## src/rtl/shift_reg_pkg.sv

```systemverilog
// Shared definitions for the serial/parallel register stages: FSM state
// encodings and the default word width used by the deserializer and the
// downstream parallel register.
package shift_reg_pkg;

  // Default word width shared with the downstream parallel register stage.
  localparam int DEFAULT_WIDTH = 8;

  // Deserializer framing state.
  typedef enum logic {
    IDLE  = 1'b0,
    SHIFT = 1'b1
  } sipo_state_e;

endpackage : shift_reg_pkg

```

## src/rtl/sipo_deserializer.sv

```systemverilog
// Serial-in, parallel-out deserializer. Assembles framed serial bits into
// WIDTH-bit words, presents each completed word with a one-cycle load strobe
// for the downstream register, and flags frame_sync slips with sync_err.
module sipo_deserializer
  import shift_reg_pkg::*;
#(
  parameter int WIDTH     = DEFAULT_WIDTH,
  parameter bit MSB_FIRST = 1'b1
) (
  input  logic                       clk,
  input  logic                       reset,
  input  logic                       enable,
  input  logic                       serial_in,
  input  logic                       bit_valid,
  input  logic                       frame_sync,
  output logic [WIDTH-1:0]           parallel_out,
  output logic                       load,
  output logic                       sync_err,
  output logic [$clog2(WIDTH)-1:0]   bit_count
);

  localparam int            CW   = $clog2(WIDTH);
  localparam logic [CW-1:0] LAST = CW'(WIDTH - 1);
  localparam logic [CW-1:0] ONE  = CW'(1);

  sipo_state_e      state_q, state_d;
  logic [WIDTH-1:0] shreg_q, shreg_d;
  logic [WIDTH-1:0] pout_q,  pout_d;
  logic [CW-1:0]    cnt_q,   cnt_d;
  logic             load_q,  load_d;
  logic             serr_q,  serr_d;

  // Candidate shift-register images for this cycle's bit: "shifted" appends
  // the bit to the word in progress, "first" starts a fresh word with it.
  // Stale upper/lower bits in "first" are cleared so a word never carries
  // residue from a discarded partial word.
  logic [WIDTH-1:0] shifted;
  logic [WIDTH-1:0] first;

  // Build the shift candidates according to bit order.
  always_comb begin
    shifted = '0;
    first   = '0;
    if (MSB_FIRST) begin
      shifted = {shreg_q[WIDTH-2:0], serial_in};
      first   = {{(WIDTH-1){1'b0}}, serial_in};
    end else begin
      shifted = {serial_in, shreg_q[WIDTH-1:1]};
      first   = {serial_in, {(WIDTH-1){1'b0}}};
    end
  end

  // Framing FSM: next state, shift register, counter and output strobes.
  always_comb begin
    state_d = state_q;
    shreg_d = shreg_q;
    pout_d  = pout_q;
    cnt_d   = cnt_q;
    load_d  = 1'b0;
    serr_d  = 1'b0;
    unique case (state_q)
      IDLE: begin
        // Only a sync-marked bit can start framing.
        if (enable && bit_valid && frame_sync) begin
          shreg_d = first;
          cnt_d   = ONE;
          state_d = SHIFT;
        end
      end
      SHIFT: begin
        if (!enable) begin
          // Drop the partial word silently; parallel_out keeps its value.
          state_d = IDLE;
          cnt_d   = '0;
        end else if (bit_valid) begin
          if (frame_sync) begin
            // Sync wins over word completion; a non-zero count means we
            // were misaligned and the partial word is thrown away.
            shreg_d = first;
            cnt_d   = ONE;
            serr_d  = (cnt_q != '0);
          end else if (cnt_q == LAST) begin
            // Final bit: publish the word and keep framing continuous.
            shreg_d = shifted;
            pout_d  = shifted;
            load_d  = 1'b1;
            cnt_d   = '0;
          end else begin
            shreg_d = shifted;
            cnt_d   = cnt_q + ONE;
          end
        end
      end
      default: begin
        state_d = IDLE;
        cnt_d   = '0;
      end
    endcase
  end

  // State and output registers; async active-low reset clears everything.
  always_ff @(posedge clk or negedge reset) begin
    if (!reset) begin
      state_q <= IDLE;
      shreg_q <= '0;
      pout_q  <= '0;
      cnt_q   <= '0;
      load_q  <= 1'b0;
      serr_q  <= 1'b0;
    end else begin
      state_q <= state_d;
      shreg_q <= shreg_d;
      pout_q  <= pout_d;
      cnt_q   <= cnt_d;
      load_q  <= load_d;
      serr_q  <= serr_d;
    end
  end

  assign parallel_out = pout_q;
  assign load         = load_q;
  assign sync_err     = serr_q;
  assign bit_count    = cnt_q;

endmodule : sipo_deserializer

```

## config.mk

```make
export PLATFORM = sky130hd
export DESIGN_NAME = sipo_deserializer
export DESIGN_NICKNAME = d
export VERILOG_FILES = /design/src/rtl/shift_reg_pkg.sv /design/src/rtl/sipo_deserializer.sv
export SDC_FILE = /design/constraint.sdc
export NUM_CORES = 1
export LEC_CHECK = 0
export ABC_AREA = 0
export CORE_MARGIN = 5
export CORE_UTILIZATION = 40
export CTS_CLUSTER_SIZE = 30
export DETAILED_ROUTE_END_ITERATION = 12
export PLACE_DENSITY = 0.73
export SLEW_MARGIN = 10
export SYNTH_ARGS = -nofsm -noshare
export SYNTH_HDL_FRONTEND = slang
export SYNTH_SLANG_ARGS = --single-unit
```

## constraint.sdc

```tcl
create_clock -name clk -period 1.5 [get_ports clk]
set_input_delay 0.375 -clock clk [delete_from_list [all_inputs] [get_ports clk]]
set_output_delay 0.375 -clock clk [all_outputs]
set_load 0.03 [all_outputs]
```

==> results.cfg, run 1 <==
[clock_tree]
cts.clk_slew.worst_paths_ns = 0.11
cts.sinks = 21
clk_latency_ns = 0.29
cts_buffers = 3
cts_hold_buffers = 0
htree_levels = 1
cts_buffer_depth = 2
cts_tree = done
cts-root-buf = clkbuf_4

[setup_path]
cp-startpoint = bit_count[1]
ff2ff_path_depth = 6
worst-endpoint-required_ns = 1.69
reg2reg_to = parallel_out[3]
r2r-start = bit_count[1]
critPathKind = reg2reg
regToRegSetupSlack_ns = -0.08
crit_fanout = 5
end_kind = flop
worst_setup_path_start_kind = flop
crit_arrival_ns = 1.77

[power_and_ir_drop]
p_leak_nw = 0.644
p_per_area_nw_per_um2 = 976
p_clk_share_pct = 20.4
netSwitchingFraction_pct = 30.9
comb_power_share_pct = 23.7
worst_ir_drop_vdd_mv = 0.850
p_switching_mw = 0.392
seqPwrFrac_pct = 55.9
power.internal_mw = 0.879

[layout]
diodes = 0
final_common_cell = dfrtp_1
nNetsFinal = 121
fillers = 194
multi_input_area_um2 = 448
drive_gt1_share_pct = 29.7
fin_util_pct = 58.3
stdcell_area_um2 = 1300
fin_cells = 139
most-common-layout-cells = dfrtp_1, dlygate4sd2_1, o21ai_0, buf_4, mux2_4
seqCellArea_um2 = 529
areaGrowthSynthToFinish_pct = 38.6

[place]
dp.cells = 134
gp_congestion = 0.814
dp_hpwl_um = 1410
dp_slack_ns = -0.445
io_buffers = 18
placed_area_um2 = 1250

[floorplanning]
io_pins = 19
die_area_um2 = 3420
placementRows = 17
start_util_pct = 42.1
chipHeight_um = 58.5
fp.dieW_um = 58.5
core_um2 = 2230

[routing]
ant_nets = 0
drt-vias-per-instance = 5.14
drt_iter0_markers = 19
routedWlPerCell_um = 14.2
drt-pass1-iter-count = 4
wl_um = 1980
drc = 0
num_vias = 715

[global_routing]
grt_pass1_wl_um = 3350
overflow = 0
grt_pass1_vias = 743
grt_usage_pct = 12.7
antenna_found_initial = 0
grt_max_degree = 22

[timing]
hold_viol_final = 0
max_slew_margin_pct = 79.6
worst_slack_ns = -0.0850
rsz0062_at_grt = yes
fmax_ghz = 0.631
fin_setup_tns_ns = -0.567
skew_ns = 0.00147
period_share_pct = 106
setup_viol = 9
worstMarginPinSlew_ns = 0.307
slew_viol_final = 0
min_period_ns = 1.58

[synth]
ys.warnings.count = 0
synth_fp_nets = 90
synth_cell_types = 22
seq_area_frac_synth_pct = 55.9
syn_area_per_cell_um2 = 11.6
synth-seq-cells = 21
synthCells = 81
syn_area_um2 = 940

[job]
max_cap_viol_count = 0

[hold_path]
hold_class = in2async

[status]
status = finished with violations
violations = negative setup slack
critical path: stages, from the launching register on:
cell and delay (ns):
dfrtp_2 0.42, ha_4 0.15, ha_4 0.11, inv_2 0.04
nor3b_4 0.26, buf_6 0.19, mux2_4 0.30
state kept, by name (all words and copies together), names as in the netlist:
| signal | count |
|---|---|
| parallel_out | 8 |
| shreg_q | 7 |
| bit_count | 3 |
| load | 1 |
| state_q | 1 |
| sync_err | 1 |
cell usage after synthesis (all sizes together):
cell     count  share of area [%]
buf          2                1.3
inv          3                1.2
and2         1               0.67
a31oi        5                3.3
ha           3                4.0
a2bb2oi      1               0.93
mux2         9                 11
o21bai       1               0.80
nand2        7                2.8
a21oi        3                1.6
o21ai        9                4.8
nand2b       2                1.3
o2bb2ai      2                1.9
and2b        2                1.6
and3         2                1.9
nor2b        4                2.7
clkbuf       1               0.40
nor3b        1                1.3
nor2         2               0.80
dfrtp       21                 56
layout make-up:
type | instances | area share (%)
inverters | 3 | 0.865
flip-flops and latches | 21 | 40.6
clock inverters | 1 | 0.384
well taps | 28 | 2.69
clock buffers | 3 | 1.73
multi-input cells | 54 | 34.4
repair buffers | 29 | 19.3
per-stage QoR:
| stage | power, mW | hold WS, ns |
|---|---|---|
| after floorplan | 0.898 | 0.0794 |
| after detailed placement | 1.04 | 0.492 |
| after global routing | 1.36 | 0.414 |
| after global placement | 1.01 | 0.485 |
| final | 1.27 | 0.415 |
| after CTS | 1.29 | 0.412 |
layer usage:
metal	up-vias	part of all wire (%)	global-route usage (%)
met4	0	1.9	6.95
met3	4	5.3	2.19
li1	344	-	-
met2	19	49	20.6
met5	-	0	0
met1	348	44	16.1
worst max-delay path by stage:
stage / endpoint / slack [ns] / cells after the start
5_1_grt: parallel_out[7] / -0.11 / 6
3_3_place_gp: parallel_out[2] / -0.40 / 5
4_1_cts: parallel_out[4] / -0.06 / 6
2_1_floorplan: parallel_out[0] / -0.03 / 6
6_report: parallel_out[3] / -0.08 / 6
3_5_place_dp: parallel_out[0] / -0.44 / 5
timing repair:
action,CTS,global route
endpoints found under the setup margin,21,13
gates cloned,1,0
gates resized for setup,25,6
setup buffers,0,0
logic make-up after synthesis:
kind of cell | after synthesis | synth area share, %
multiplexers | 9 | 10.8
adder cells (fa/ha/maj) | 3 | 4.00
flip-flops | 21 | 55.9
AO/OA/AOI/OAI | 21 | 13.3
buffers and inverters | 6 | 2.93
AND/OR/NAND/NOR | 21 | 13.0
power groups by stage:
stage / Combinational, mW / Clock, mW / Sequential, mW
6_report: 0.301 / 0.259 / 0.711
5_1_grt: 0.335 / 0.304 / 0.722
4_1_cts: 0.306 / 0.277 / 0.708
3_5_place_dp: 0.315 / 0 / 0.720
3_3_place_gp: 0.301 / 0 / 0.713
2_1_floorplan: 0.153 / 0 / 0.745
Note: power is estimated with default switching activity, not from simulation.
==> run 2, diff against run 1 <==
CAP_MARGIN = 5   (was not set)
SLEW_MARGIN = not set   (was 10)
==> results of run 2 <==
No change in the layout: final DEF, timing and power equal those of run 1.
